## src/rtl/arith_bin_engine.sv

```systemverilog
// rtl/arith_bin_engine.sv - CABAC-style arithmetic bin decoder with input byte FIFO
module arith_bin_engine #(
    parameter int BIN_WIDTH  = 4,
    parameter int FIFO_DEPTH = 4
) (
    input  logic                           clk,
    input  logic                           reset,
    input  logic                           init,
    input  logic [7:0]                     byte_in,
    input  logic                           byte_valid,
    output logic                           byte_ready,
    input  logic                           req_valid,
    output logic                           req_ready,
    input  logic [1:0]                     req_mode,
    input  logic [$clog2(BIN_WIDTH+1)-1:0] req_nbin,
    input  logic [7:0]                     lps_range,
    input  logic                           mps_in,
    output logic                           bin_valid,
    output logic [BIN_WIDTH-1:0]           bin_out,
    output logic [$clog2(BIN_WIDTH+1)-1:0] bin_count,
    output logic                           busy
);

    localparam int NW = $clog2(BIN_WIDTH + 1);
    localparam int AW = $clog2(FIFO_DEPTH);

    localparam logic [8:0] RANGE_INIT = 9'd510;
    localparam logic [3:0] BN_INIT    = 4'b1000;  // -8

    localparam logic [1:0] MODE_REGULAR   = 2'b00;
    localparam logic [1:0] MODE_BYPASS    = 2'b01;
    localparam logic [1:0] MODE_TERMINATE = 2'b10;
    localparam logic [1:0] MODE_RESERVED  = 2'b11;

    typedef enum logic [1:0] {
        IDLE   = 2'd0,
        LOAD   = 2'd1,
        READY  = 2'd2,
        DECODE = 2'd3
    } state_t;

    // Byte FIFO
    logic [7:0]    fifo_mem [FIFO_DEPTH];
    logic [AW-1:0] wr_ptr_q, rd_ptr_q;
    logic [AW:0]   fifo_cnt_q;
    logic          fifo_empty, fifo_full, push, pop;
    logic [7:0]    fifo_head;

    // Decoder state and captured request
    state_t          state_q, state_d;
    logic [8:0]      range_q, range_d;
    logic [15:0]     value_q, value_d;
    logic [3:0]      bn_q, bn_d;          // two's complement bits_needed
    logic            load_cnt_q, load_cnt_d;
    logic [1:0]      mode_q, mode_d;
    logic [NW-1:0]   nbin_q, nbin_d;
    logic [7:0]      lps_q, lps_d;
    logic            mps_q, mps_d;
    logic            invalid_q, invalid_d;
    logic            bin_valid_q, bin_valid_d;
    logic [BIN_WIDTH-1:0] bin_out_q, bin_out_d;
    logic [NW-1:0]   bin_count_q, bin_count_d;

    // Single-bin datapath results
    logic        dec_bin, dec_refill;
    logic [8:0]  dec_range;
    logic [15:0] dec_value;
    logic [3:0]  dec_bn;
    logic [16:0] v17, s17;
    logic [8:0]  r_sub, r_term;
    logic [4:0]  bn_w;
    logic [3:0]  k;

    assign fifo_empty = (fifo_cnt_q == '0);
    assign fifo_full  = (fifo_cnt_q == (AW+1)'(FIFO_DEPTH));
    assign fifo_head  = fifo_mem[rd_ptr_q];
    assign byte_ready = !fifo_full;
    assign push       = byte_valid && !fifo_full && !init && !reset;

    assign req_ready = (state_q == READY);
    assign busy      = (state_q == LOAD) || (state_q == DECODE);
    assign bin_valid = bin_valid_q;
    assign bin_out   = bin_out_q;
    assign bin_count = bin_count_q;

    // Left shift that brings the MSB of r up to bit 8 (0 for r==0)
    function automatic logic [3:0] renorm_shift(input logic [8:0] r);
        logic [3:0] sh;
        sh = 4'd0;
        for (int i = 0; i < 9; i++) begin
            if (r[i]) sh = 4'(8 - i);
        end
        return sh;
    endfunction

    // FIFO storage write
    always_ff @(posedge clk) begin
        if (push) fifo_mem[wr_ptr_q] <= byte_in;
    end

    // FIFO pointers and occupancy; init flushes everything
    always_ff @(posedge clk) begin
        if (reset || init) begin
            wr_ptr_q   <= '0;
            rd_ptr_q   <= '0;
            fifo_cnt_q <= '0;
        end else begin
            if (push) wr_ptr_q <= wr_ptr_q + AW'(1);
            if (pop)  rd_ptr_q <= rd_ptr_q + AW'(1);
            case ({push, pop})
                2'b10:   fifo_cnt_q <= fifo_cnt_q + (AW+1)'(1);
                2'b01:   fifo_cnt_q <= fifo_cnt_q - (AW+1)'(1);
                default: fifo_cnt_q <= fifo_cnt_q;
            endcase
        end
    end

    // One bin of the captured request: shift/renorm, optional refill, bypass compare
    always_comb begin
        dec_bin    = 1'b0;
        dec_refill = 1'b0;
        dec_range  = range_q;
        v17        = {1'b0, value_q};
        bn_w       = {bn_q[3], bn_q};
        k          = 4'd0;
        r_sub      = range_q - {1'b0, lps_q};
        s17        = {1'b0, r_sub, 7'b0};
        r_term     = range_q - 9'd2;

        case (mode_q)
            MODE_REGULAR: begin
                if ({1'b0, value_q} < s17) begin
                    dec_bin   = mps_q;
                    dec_range = r_sub;
                    if (!r_sub[8]) begin
                        dec_range = {r_sub[7:0], 1'b0};
                        v17       = {value_q, 1'b0};
                        bn_w      = bn_w + 5'd1;
                    end
                end else begin
                    dec_bin   = !mps_q;
                    k         = renorm_shift({1'b0, lps_q});
                    dec_range = {1'b0, lps_q} << k;
                    v17       = ({1'b0, value_q} - s17) << k;
                    bn_w      = bn_w + {1'b0, k};
                end
            end
            MODE_BYPASS: begin
                v17  = {value_q, 1'b0};
                bn_w = bn_w + 5'd1;
            end
            MODE_TERMINATE: begin
                dec_range = r_term;
                if ({1'b0, value_q} >= {1'b0, r_term, 7'b0}) begin
                    dec_bin = 1'b1;
                end else if (!r_term[8]) begin
                    dec_range = {r_term[7:0], 1'b0};
                    v17       = {value_q, 1'b0};
                    bn_w      = bn_w + 5'd1;
                end
            end
            default: ;
        endcase

        // Refill once bits_needed has gone non-negative
        if (mode_q != MODE_RESERVED && !bn_w[4]) begin
            dec_refill = 1'b1;
            v17        = v17 + ({9'b0, fifo_head} << bn_w[2:0]);
            bn_w       = bn_w - 5'd8;
        end

        // Bypass decision is made on the refilled value
        if (mode_q == MODE_BYPASS) begin
            if (v17 >= {1'b0, range_q, 7'b0}) begin
                dec_bin = 1'b1;
                v17     = v17 - {1'b0, range_q, 7'b0};
            end
        end

        dec_value = v17[15:0];
        dec_bn    = bn_w[3:0];
    end

    // Next-state and register update logic
    always_comb begin
        state_d     = state_q;
        range_d     = range_q;
        value_d     = value_q;
        bn_d        = bn_q;
        load_cnt_d  = load_cnt_q;
        mode_d      = mode_q;
        nbin_d      = nbin_q;
        lps_d       = lps_q;
        mps_d       = mps_q;
        invalid_d   = invalid_q;
        bin_valid_d = 1'b0;
        bin_out_d   = bin_out_q;
        bin_count_d = bin_count_q;
        pop         = 1'b0;

        case (state_q)
            IDLE: ;
            LOAD: begin
                if (!fifo_empty) begin
                    pop = 1'b1;
                    if (!load_cnt_q) begin
                        value_d    = {fifo_head, value_q[7:0]};
                        load_cnt_d = 1'b1;
                    end else begin
                        value_d    = {value_q[15:8], fifo_head};
                        range_d    = RANGE_INIT;
                        bn_d       = BN_INIT;
                        load_cnt_d = 1'b0;
                        state_d    = READY;
                    end
                end
            end
            READY: begin
                if (req_valid) begin
                    mode_d      = req_mode;
                    nbin_d      = (req_mode == MODE_BYPASS) ? req_nbin : NW'(1);
                    lps_d       = lps_range;
                    mps_d       = mps_in;
                    invalid_d   = (req_mode == MODE_RESERVED) ||
                                  ((req_mode == MODE_BYPASS) &&
                                   ((req_nbin == '0) || (req_nbin > NW'(BIN_WIDTH))));
                    bin_out_d   = '0;
                    bin_count_d = '0;
                    state_d     = DECODE;
                end
            end
            DECODE: begin
                if (invalid_q) begin
                    bin_valid_d = 1'b1;
                    bin_out_d   = '0;
                    bin_count_d = '0;
                    state_d     = READY;
                end else if (!(dec_refill && fifo_empty)) begin
                    pop         = dec_refill;
                    range_d     = dec_range;
                    value_d     = dec_value;
                    bn_d        = dec_bn;
                    bin_out_d   = (bin_out_q << 1) | BIN_WIDTH'(dec_bin);
                    bin_count_d = bin_count_q + NW'(1);
                    if (bin_count_q + NW'(1) == nbin_q) begin
                        bin_valid_d = 1'b1;
                        state_d     = READY;
                    end
                end
            end
            default: state_d = IDLE;
        endcase
    end

    // State register; reset beats init, init beats everything else
    always_ff @(posedge clk) begin
        if (reset) begin
            state_q     <= IDLE;
            range_q     <= RANGE_INIT;
            value_q     <= '0;
            bn_q        <= BN_INIT;
            load_cnt_q  <= 1'b0;
            mode_q      <= '0;
            nbin_q      <= '0;
            lps_q       <= '0;
            mps_q       <= 1'b0;
            invalid_q   <= 1'b0;
            bin_valid_q <= 1'b0;
            bin_out_q   <= '0;
            bin_count_q <= '0;
        end else if (init) begin
            state_q     <= LOAD;
            load_cnt_q  <= 1'b0;
            invalid_q   <= 1'b0;
            bin_valid_q <= 1'b0;
            bin_out_q   <= '0;
            bin_count_q <= '0;
        end else begin
            state_q     <= state_d;
            range_q     <= range_d;
            value_q     <= value_d;
            bn_q        <= bn_d;
            load_cnt_q  <= load_cnt_d;
            mode_q      <= mode_d;
            nbin_q      <= nbin_d;
            lps_q       <= lps_d;
            mps_q       <= mps_d;
            invalid_q   <= invalid_d;
            bin_valid_q <= bin_valid_d;
            bin_out_q   <= bin_out_d;
            bin_count_q <= bin_count_d;
        end
    end

endmodule

```

## config.mk

```make
export PLATFORM = sky130hd
export DESIGN_NAME = arith_bin_engine
export DESIGN_NICKNAME = d
export VERILOG_FILES = /design/src/rtl/arith_bin_engine.sv
export SDC_FILE = /design/constraint.sdc
export NUM_CORES = 1
export LEC_CHECK = 0
export CORE_MARGIN = 2
export CORE_UTILIZATION = 57
export DETAILED_ROUTE_END_ITERATION = 16
export GPL_TIMING_DRIVEN = 1
export PLACE_DENSITY_LB_ADDON = 0.25
export RECOVER_POWER = 100
export SYNTH_ARGS = -nofsm -noshare
export SYNTH_HDL_FRONTEND = slang
export SYNTH_SLANG_ARGS = --single-unit
```

## constraint.sdc

```tcl
create_clock -name clk -period 9.56 [get_ports clk]
set_input_delay 0.956 -clock clk [delete_from_list [all_inputs] [get_ports clk]]
set_output_delay 0.956 -clock clk [all_outputs]
set_load 0.005 [all_outputs]
```

; After elaboration in Yosys (flattened, before gate mapping)
; Memories as Yosys holds them, arrays and structs flattened. A register that Yosys moved wholly into a read port is not among the register bits.
; Index checks and enable logic that the tools add are counted.
[totals]
elab_cells = 183
latchBits = 0
register_bits = 62
out_inout_bits = 11
mem_bits_rw = 32
romBits = 0
mem_count = 1
[memory_table]
columns = memory, words, word_bits, read_ports, rd_ports_with_merged_regs, write_ports, line_no
row1 = fifo_mem, 4, 8, 1, 1, 1, 43  ; logic [7:0] fifo_mem [FIFO_DEPTH];
[classes]
reduce_logical = 34
n_div = 0
mul = 0
n_shift = 3
mux = 80
addsub = 13
n_eq_ne = 26
n_bitwise = 4
magnitude_cmp = 4
[ops]
columns = cell, count
row1 = two-way mux 16 bit, 6
row2 = two-way mux 17 bit, 5
row3 = two-way mux 4 bit, 18
row4 = two-way mux 9 bit, 8
row5 = case mux 17 bit (3 select lines), 1
row6 = case mux 9 bit (2 select lines), 2
row7 = case mux 16 bit (2 select lines), 1
row8 = AND reduction 6 bit, 4
row9 = two-way mux 5 bit, 4
row10 = adder 17 bit, 1
row11 = greater-or-equal comparator 17 x 16 -> 1 bit, 1
row12 = left shift 17 x 4 -> 17 bit, 1
row13 = left shift 8 x 3 -> 17 bit, 1
row14 = subtractor 16 x 16 -> 17 bit, 1
row15 = greater-or-equal comparator 16 bit, 1
row16 = < comparator 16 bit, 1
row17 = two-way mux 2 bit, 8
row18 = case mux 4 bit (2 select lines), 2
row19 = subtractor 16 bit, 1
row20 = two-way mux 1 bit, 15
row21 = case mux 5 bit (3 select lines), 1
row22 = "inequality test 2 bit, second input constant", 7
row23 = two-way mux 3 bit, 4
row24 = "inequality test 3 bit, second input constant", 4
row25 = 36 further kinds, 66

; Logic depth before layout (Yosys ltp)
; Gate-level depths: netlist (run 1).
[depth]
ltp_word = 23
mapped_depth = 46
ltp_nobuf = 43

; Least setup slack after synthesis (run 1)
; OpenSTA, ideal clock, no wires.
[synth_timing]
path_type = flip-flop to flip-flop
startpoint = register lps_q[4]
endpoint = register value_q[7]
stages_incl_launch_ff = 45
setup_slack_ns = 0.642
arrival_ns = 8.860
required_time_ns = 9.502
setup_time_ns = 0.058
cell_sequence = dfxtp_1 -> clkbuf_1 -> inv_1 -> ha_1 -> a21o_1 -> a221oi_2 -> a21oi_1 -> xnor2_2 -> inv_2 -> buf_2 -> clkbuf_1 -> ha_1 -> and3_1 -> buf_6 -> a21o_1 -> buf_6 -> buf_2 -> a22o_1 -> [... 9 more ...] -> a31oi_1 -> o21ai_0 -> or3_1 -> and3_1 -> a31oi_1 -> inv_1 -> ha_1 -> a21o_1 -> a21oi_1 -> o21bai_1 -> a21oi_1 -> o21bai_1 -> a21oi_1 -> o21bai_1 -> and3b_1 -> mux2i_1 -> a2111oi_0 -> a211o_1
[synth_between]
elab_chain_len = 18
word_cells_on_any_way = 33
[synth_rtl]
columns = element, line_no
row1 = "start, declared", 57  ; logic [7:0] lps_q, lps_d;
row2 = "start signal, assigned", 286  ; lps_q <= lps_d;
row3 = branches (longest 18 deep; another with subtractor 16 x 16 -> 17 bit), -
row4 = "end signal, assigned", 281  ; value_q <= value_d;
row5 = "end, declared", 52  ; logic [15:0] value_q, value_d;
; Several ways; the timed one is not identified. The select of a mux whose other input is x is not followed.
; A chain may end at the register's enable or synchronous reset.

; Worst setup path after layout (run 1)
[layout_timing]
startpoint = register lps_q[0]
endpoint = register value_q[7]
[layout_between]
elab_chain_len = 22
word_cells_on_any_way = 37
[layout_rtl]
columns = element
row1 = branches (longest 22 deep; another with subtractor 16 x 16 -> 17 bit)
; Several ways; the timed one is not identified. The select of a mux whose other input is x is not followed.

==> results_dict.tcl, run 1 <==
set metrics [dict create \
    syn_area_mm2 0.00955 \
    overflow 0 \
    crit_required_ns 9.86 \
    clk_pin_slew_ns 0.08 \
    finalClockSkew_ns 0.0128 \
    final_hold_viol_count 0 \
    h-tree-depth 3 \
    syn_to_final_growth_pct 8.35 \
    gp_congestion 0.984 \
    cp.arrival_ns 9.32 \
    power_density_mw_per_mm2 78.8 \
    port_buffers 37 \
    grt_antenna_before_repair 0 \
    layoutNonFillerInstCount 1427 \
    hp-start "nbin_q[1]$_SDFFE_PP0P_" \
    coreArea_mm2 0.0165 \
    track_usage_pct 33.9 \
    drc 0 \
    fmax_ghz 0.111 \
    crit_buf_inv 4 \
    finalCritPeriodShare_pct 94.3 \
    insertion_delay_ns 0.36 \
    postSynthRegisterBits 96 \
    clockBufferDepth 2 \
    reg2reg_from "lps_q[0]$_SDFFE_PP0P_" \
    cts_tree "done" \
    worstPathMaxFanout 9 \
    placed_area_mm2 0.0101 \
    r2r_cells 40 \
    grt_pass1_vias 8809 \
    ctsHoldBuffers 0 \
    final_area_mm2 0.0104 \
    regToRegSetupSlack_ns 0.55 \
    violations "capacitance limit, slew limit" \
    cp_top_family "compound AO/OA/AOI/OAI gates" \
    wl_mm 30.1 \
    hold-path-endpoint "nbin_q[1]$_SDFFE_PP0P_" \
    cts_buffers 9 \
    synth_area_leaders "dfxtp_1 13%, edfxtp_1 10%, ha_1 7.6%, a21oi_1 5.6%, nand2_1 4.7%" \
    yosysMostFrequentCell "nand2_1" \
    die_y_um 133 \
    intPower_w 0.000621 \
    viasPerCell 6.72 \
    timing.final.crit_period_ns 9.01 \
    hp-class "reg -> reg" \
    post_cts_buffers 0 \
    p_leak_nw 3.90 \
    status "complete, but fails checks" \
    place_inst 1411 \
    die_w_um 133 \
    design.die.area_mm2 0.0178 \
    netlist_instances 1206 \
    slowest_stage "fa_1" \
    avgSynthCellArea_um2 7.92 \
    syn_nets 1297 \
    root_buffer "clkbuf_16" \
    switching_share_pct 23.9 \
    synth_seq_area_share_pct 23.5 \
    power_switching_w 0.000195 \
    drv_slew 48 \
    synth_top_area_share_pct 13.4 \
    comb_power_share_pct 4.8 \
    ys_types 87 \
    peakVddDrop_mv 0.109 \
    initial_core_util_pct 58.0 \
    start_kind "register" \
    io_pins 38 \
    max_stage_delay_ns 0.53 \
    route.detailed.wl_per_inst_um 21.1 \
    initialDrtViolationCount 1056 \
    synthArstFlopShare_pct 0 \
    via_count 9585 \
    firstDrtPassIters 7 \
    yosys_warnings 0 \
    worst_slew_pin_slew_ns 2.06 \
    ys_dominant_reg_cell "dfxtp_1" \
    slew_headroom_pct -37.3 \
    power_w 0.000816 \
    n_antenna_cell 0 \
    power_frac_seq_pct 52.1 \
    grt_max_degree 48 \
    crit_type "reg -> reg" \
    rows 47 \
    cts.sinks 96 \
    power_frac_clock_pct 43.1 \
    hold_depth 2 \
    dp_hpwl_mm 22.9 \
    setup_viol 0 \
    ant_nets 0 \
    grt_pass1_wl_mm 47.9 \
    max-cap-violations 1 \
    final_layout_size_suffix_gt1_share_pct 8.62 \
    setup_tns_ns 0 \
    end_kind "register" \
    path_common_cell "a21oi_1" \
    final_nets 1293 \
    ys_top_cells_by_count "119 x nand2_1, 107 x a21oi_1, 103 x nor2_1" \
    synth_edf_count 32 \
    r2r_end "value_q[7]$_SDFFE_PP0P_" \
    yosys.area.top_type "dfxtp_1" \
]
## per-stage QoR
step | util, % | hold WS (ns) | setup WS [ns]
after floorplan | - | 0.444 | 0.642
after global placement | 61.1 | 0.462 | 0.677
after detailed placement | 61.1 | 0.467 | 0.497
after CTS | 62.8 | 0.484 | 0.442
after global routing | 62.9 | 0.530 | -0.0112
final | 62.9 | 0.480 | 0.548
## worst reg2reg max path, delay by kind of cell (launching register included)
| family | cells | cell delay, ns |
|---|---|---|
| AOI/OAI and AO/OA | 21 | 4.20 |
| adders and majority gates | 6 | 2.13 |
| and+or+nand+nor | 6 | 1.06 |
| DFF | 1 | 0.52 |
| buffers and inverters | 4 | 0.51 |
| muxes | 2 | 0.36 |
| xor gates and xnor gates | 1 | 0.15 |
## final cells by class
cell class | instances | area (µm²)
Multi-Input combinational cell | 974 | 6800
Fill cell | 1446 | 6110
Sequential cell | 96 | 2240
Timing Repair Buffer | 59 | 532
Tap cell | 220 | 275
Clock buffer | 11 | 233
Inverter | 62 | 233
Clock inverter | 5 | 41.3
## worst max-delay path by stage
stage	slack [ns]	depth (start not counted)	to	start
2_1_floorplan	0.64	44	value_q[7]$_SDFFE_PP0P_	lps_q[4]$_SDFFE_PP0P_
3_3_place_gp	0.68	44	value_q[7]$_SDFFE_PP0P_	lps_q[1]$_SDFFE_PP0P_
3_5_place_dp	0.50	40	value_q[7]$_SDFFE_PP0P_	lps_q[0]$_SDFFE_PP0P_
4_1_cts	0.44	43	value_q[7]$_SDFFE_PP0P_	range_q[1]$_SDFFE_PP1P_
5_1_grt	-0.01	42	value_q[7]$_SDFFE_PP0P_	lps_q[1]$_SDFFE_PP0P_
6_report	0.55	40	value_q[7]$_SDFFE_PP0P_	lps_q[0]$_SDFFE_PP0P_
## state kept, by name, summed over array words and instances, names as in the netlist, 2 cells and up, named ones only
register,count
fifo_cnt_q,3
wr_ptr_q,2
mode_q,2
bin_out,4
nbin_q,3
fifo_mem,32
range_q,9
bin_count,3
rd_ptr_q,2
state_q,2
value_q,16
bn_q,4
lps_q,8
## cell families (layout without fill, tap and decap cells)
family | Yosys count | in the layout | synth area share (%)
mux | 61 | 61 | 8.83
fa+ha+maj | 65 | 65 | 8.96
flops | 96 | 96 | 23.5
simple gates | 413 | 413 | 20.3
compound gates | 381 | 381 | 27.5
xor+xnor | 54 | 54 | 5.25
buf+inv | 136 | 137 | 5.70
## per-layer routing
| layer | share of wire (%) | GRT usage, % | wire length, µm | vias to the layer above |
|---|---|---|---|---|
| met5 | 0 | 0 | 0 | - |
| met1 | 41 | 44.9 | 12500 | 4450 |
| met4 | 4.8 | 16.6 | 1440 | 0 |
| li1 | - | - | - | 4489 |
| met3 | 9.2 | 6.77 | 2760 | 112 |
| met2 | 45 | 53.0 | 13400 | 534 |
## cell usage in the layout (no fill, tap or decap), types with 14 or more instances in the layout
cell type,n
nor3_1,37
nor2_1,103
mux4_2,17
mux2_2,15
ha_1,58
nand3_1,51
buf_4,21
and2_1,16
o21ai_0,62
a31oi_1,14
mux2i_1,28
nand2b_1,24
edfxtp_1,32
o211ai_1,16
xor2_1,15
a21o_1,15
xnor2_1,36
inv_1,59
dfxtp_1,64
nand2_1,119
o22ai_1,17
clkdlybuf4s50_1,17
a21oi_1,106
dlygate4sd3_1,20
## repair_timing
item                                    CTS  global route
hold endpoints to repair                  0             0
endpoints found under the setup margin    0            10
gates resized for setup                   0             5
## power groups by stage
stage	sequential, W	clock (W)	combinational, W
after floorplan	0.000434	0	0.0000205
after global placement	0.000434	0	0.0000387
after detailed placement	0.000435	0	0.0000394
after CTS	0.000425	0.000353	0.0000397
after global routing	0.000425	0.000372	0.0000430
final	0.000425	0.000351	0.0000393
(Power assumes the default switching activity.)
==> run 2, diff against run 1 <==
--- a/config.mk
+++ b/config.mk
@@ -11,2 +11,3 @@
 export GPL_TIMING_DRIVEN = 1
+export MAX_ROUTING_LAYER = met4
 export PLACE_DENSITY_LB_ADDON = 0.25
--- a/constraint.sdc
+++ b/constraint.sdc
@@ -3,2 +3,2 @@
 set_output_delay 0.956 -clock clk [all_outputs]
-set_load 0.005 [all_outputs]
+set_load 0.05 [all_outputs]
==> run 2 against run 1 <==
The flow still finishes with violations (capacitance limit, slew limit). Sequential power is essentially flat. Combinational power up 3%. Via count up 0.38%. Die area unchanged. Core utilization up 0.091 points. Clock power grew 3%.
==> results_dict.tcl, run 2 (synthesized netlist as in run 1, its figures left out) <==
set metrics [dict create \
    cts_buffers 9 \
    clockBufferDepth 2 \
    regMostFlops "fifo_mem" \
    layout_common_cells "119 x nand2_1, 106 x a21oi_1, 103 x nor2_1" \
    crit_type "reg -> reg" \
    largest_register_ffs 32 \
    hold-path-endpoint "nbin_q[2]$_SDFFE_PP0P_" \
    final_layout_size_suffix_gt1_share_pct 8.62 \
    status "complete, but fails checks" \
    ant_nets 0 \
    r2r_cells 39 \
    initialDrtViolationCount 1234 \
    cts_tree "done" \
    slowest_stage "fa_1" \
    final_hold_viol_count 0 \
    n_fill_cell 1452 \
    grt_max_degree 48 \
    syn_to_final_growth_pct 8.51 \
    viasPerCell 6.74 \
    slew_headroom_pct -37.6 \
    r2r_end "value_q[7]$_SDFFE_PP0P_" \
    layout_commonest_cell "nand2_1" \
    rows 47 \
    power_switching_w 0.000202 \
    via_count 9621 \
    coreArea_mm2 0.0165 \
    power_density_mw_per_mm2 79.9 \
    power_w 0.000828 \
    timing.final.crit_period_ns 9.00 \
    violations "capacitance limit, slew limit" \
    overflow 0 \
    regToRegSetupSlack_ns 0.56 \
    n_antenna_cell 0 \
    port_buffers 37 \
    reg2reg_from "lps_q[0]$_SDFFE_PP0P_" \
    peakVddDrop_mv 0.133 \
    cp.arrival_ns 9.31 \
    wl_mm 29.9 \
    regArea_mm2 0.00224 \
    power_frac_seq_pct 51.3 \
    path_common_cell "a21oi_1" \
    final_nets 1293 \
    worstPathMaxFanout 10 \
    power_frac_clock_pct 43.8 \
    gp_congestion 0.968 \
    grt_pass1_vias 8812 \
    initial_core_util_pct 58.0 \
    worst_slew_pin_slew_ns 2.06 \
    io_pins 38 \
    design.die.area_mm2 0.0178 \
    setup_viol 0 \
    end_kind "register" \
    grt_antenna_before_repair 0 \
    drc 0 \
    max-cap-violations 1 \
    hp-class "reg -> reg" \
    crit_required_ns 9.86 \
    h-tree-depth 3 \
    crit_buf_inv 4 \
    insertion_delay_ns 0.36 \
    ctsHoldBuffers 0 \
    multi_input_area_mm2 0.00679 \
    firstDrtPassIters 7 \
    reg_top3 "fifo_mem (32), value_q (16), range_q (9)" \
    cp_top_family "compound AO/OA/AOI/OAI gates" \
    die_w_um 133 \
    die_y_um 133 \
    p_leak_nw 3.90 \
    root_buffer "clkbuf_16" \
    switching_share_pct 24.4 \
    start_kind "register" \
    finalClockSkew_ns 0.0137 \
    setup_tns_ns 0 \
    hp-start "nbin_q[2]$_SDFFE_PP0P_" \
    intPower_w 0.000626 \
    post_cts_buffers 0 \
    finalCritPeriodShare_pct 94.2 \
    route.detailed.wl_per_inst_um 20.9 \
    comb_power_share_pct 4.9 \
    clk_pin_slew_ns 0.08 \
    hold_depth 2 \
    drv_slew 48 \
    max_stage_delay_ns 0.52 \
    track_usage_pct 34.6 \
    cts.sinks 96 \
    grt_pass1_wl_mm 47.2 \
    fmax_ghz 0.111 \
    dp_hpwl_mm 22.8 \
    cts_resized 0 \
]
run 2: changes by cell type in the layout (fill, tap and decap cells not counted), sizes merged:
cell      previous run  this run
inv                 64        65
clkbuf              12        10
clkinvlp             0         1
run 2: worst max-delay path by stage:
stage                                  startpoint                       to  slack [ns]  cells after the start
after floorplan             lps_q[4]$_SDFFE_PP0P_  value_q[7]$_SDFFE_PP0P_        0.64                     44
after global placement    range_q[1]$_SDFFE_PP1P_  value_q[7]$_SDFFE_PP0P_        0.76                     42
after detailed placement    lps_q[0]$_SDFFE_PP0P_  value_q[7]$_SDFFE_PP0P_        0.52                     39
after CTS                   lps_q[0]$_SDFFE_PP0P_  value_q[7]$_SDFFE_PP0P_        0.47                     39
after global routing        lps_q[0]$_SDFFE_PP0P_  value_q[7]$_SDFFE_PP0P_       -0.03                     39
final                       lps_q[0]$_SDFFE_PP0P_  value_q[7]$_SDFFE_PP0P_        0.56                     39
run 2: through the flow:
step	hold slack (ns)	setup WS (ns)	area, µm²	util [%]	cells
2_1_floorplan	0.444	0.642	9550	-	1206
3_3_place_gp	0.462	0.762	10100	61.1	1411
3_5_place_dp	0.467	0.517	10100	61.1	1411
4_1_cts	0.482	0.466	10400	63.0	1427
5_1_grt	0.526	-0.0269	10400	63.0	1427
6_report	0.482	0.556	10400	63.0	1427
run 2: metal layers:
layer	up-vias	wire length [µm]	global-route usage (%)
met3	97	2800	5.63
met1	4496	12200	44.5
met4	0	1190	13.7
met2	540	13700	54.6
li1	4488	-	-
met5	-	0	-
run 2: area by class of cell:
type	count	area share (%)
clock inverters	7	0.700
clock buffers	9	2.17
flip-flops and latches	96	21.6
repair buffers	59	5.13
well taps	220	2.66
inverters	62	2.24
multi-input cells	974	65.5
run 2: worst min-delay path, delay by kind of cell, from the launching register on:
family,cells,cell delay (ns)
AND/OR/NAND/NOR,1,0.06
flip-flops,1,0.33
AO/OA/AOI/OAI,1,0.05
run 2: power groups by stage:
stage / Sequential [W] / Combinational, W / Clock (W)
final: 0.000425 / 0.0000403 / 0.000363
after global routing: 0.000425 / 0.0000436 / 0.000380
after CTS: 0.000425 / 0.0000407 / 0.000365
after detailed placement: 0.000435 / 0.0000404 / 0
after global placement: 0.000434 / 0.0000397 / 0
after floorplan: 0.000434 / 0.0000215 / 0
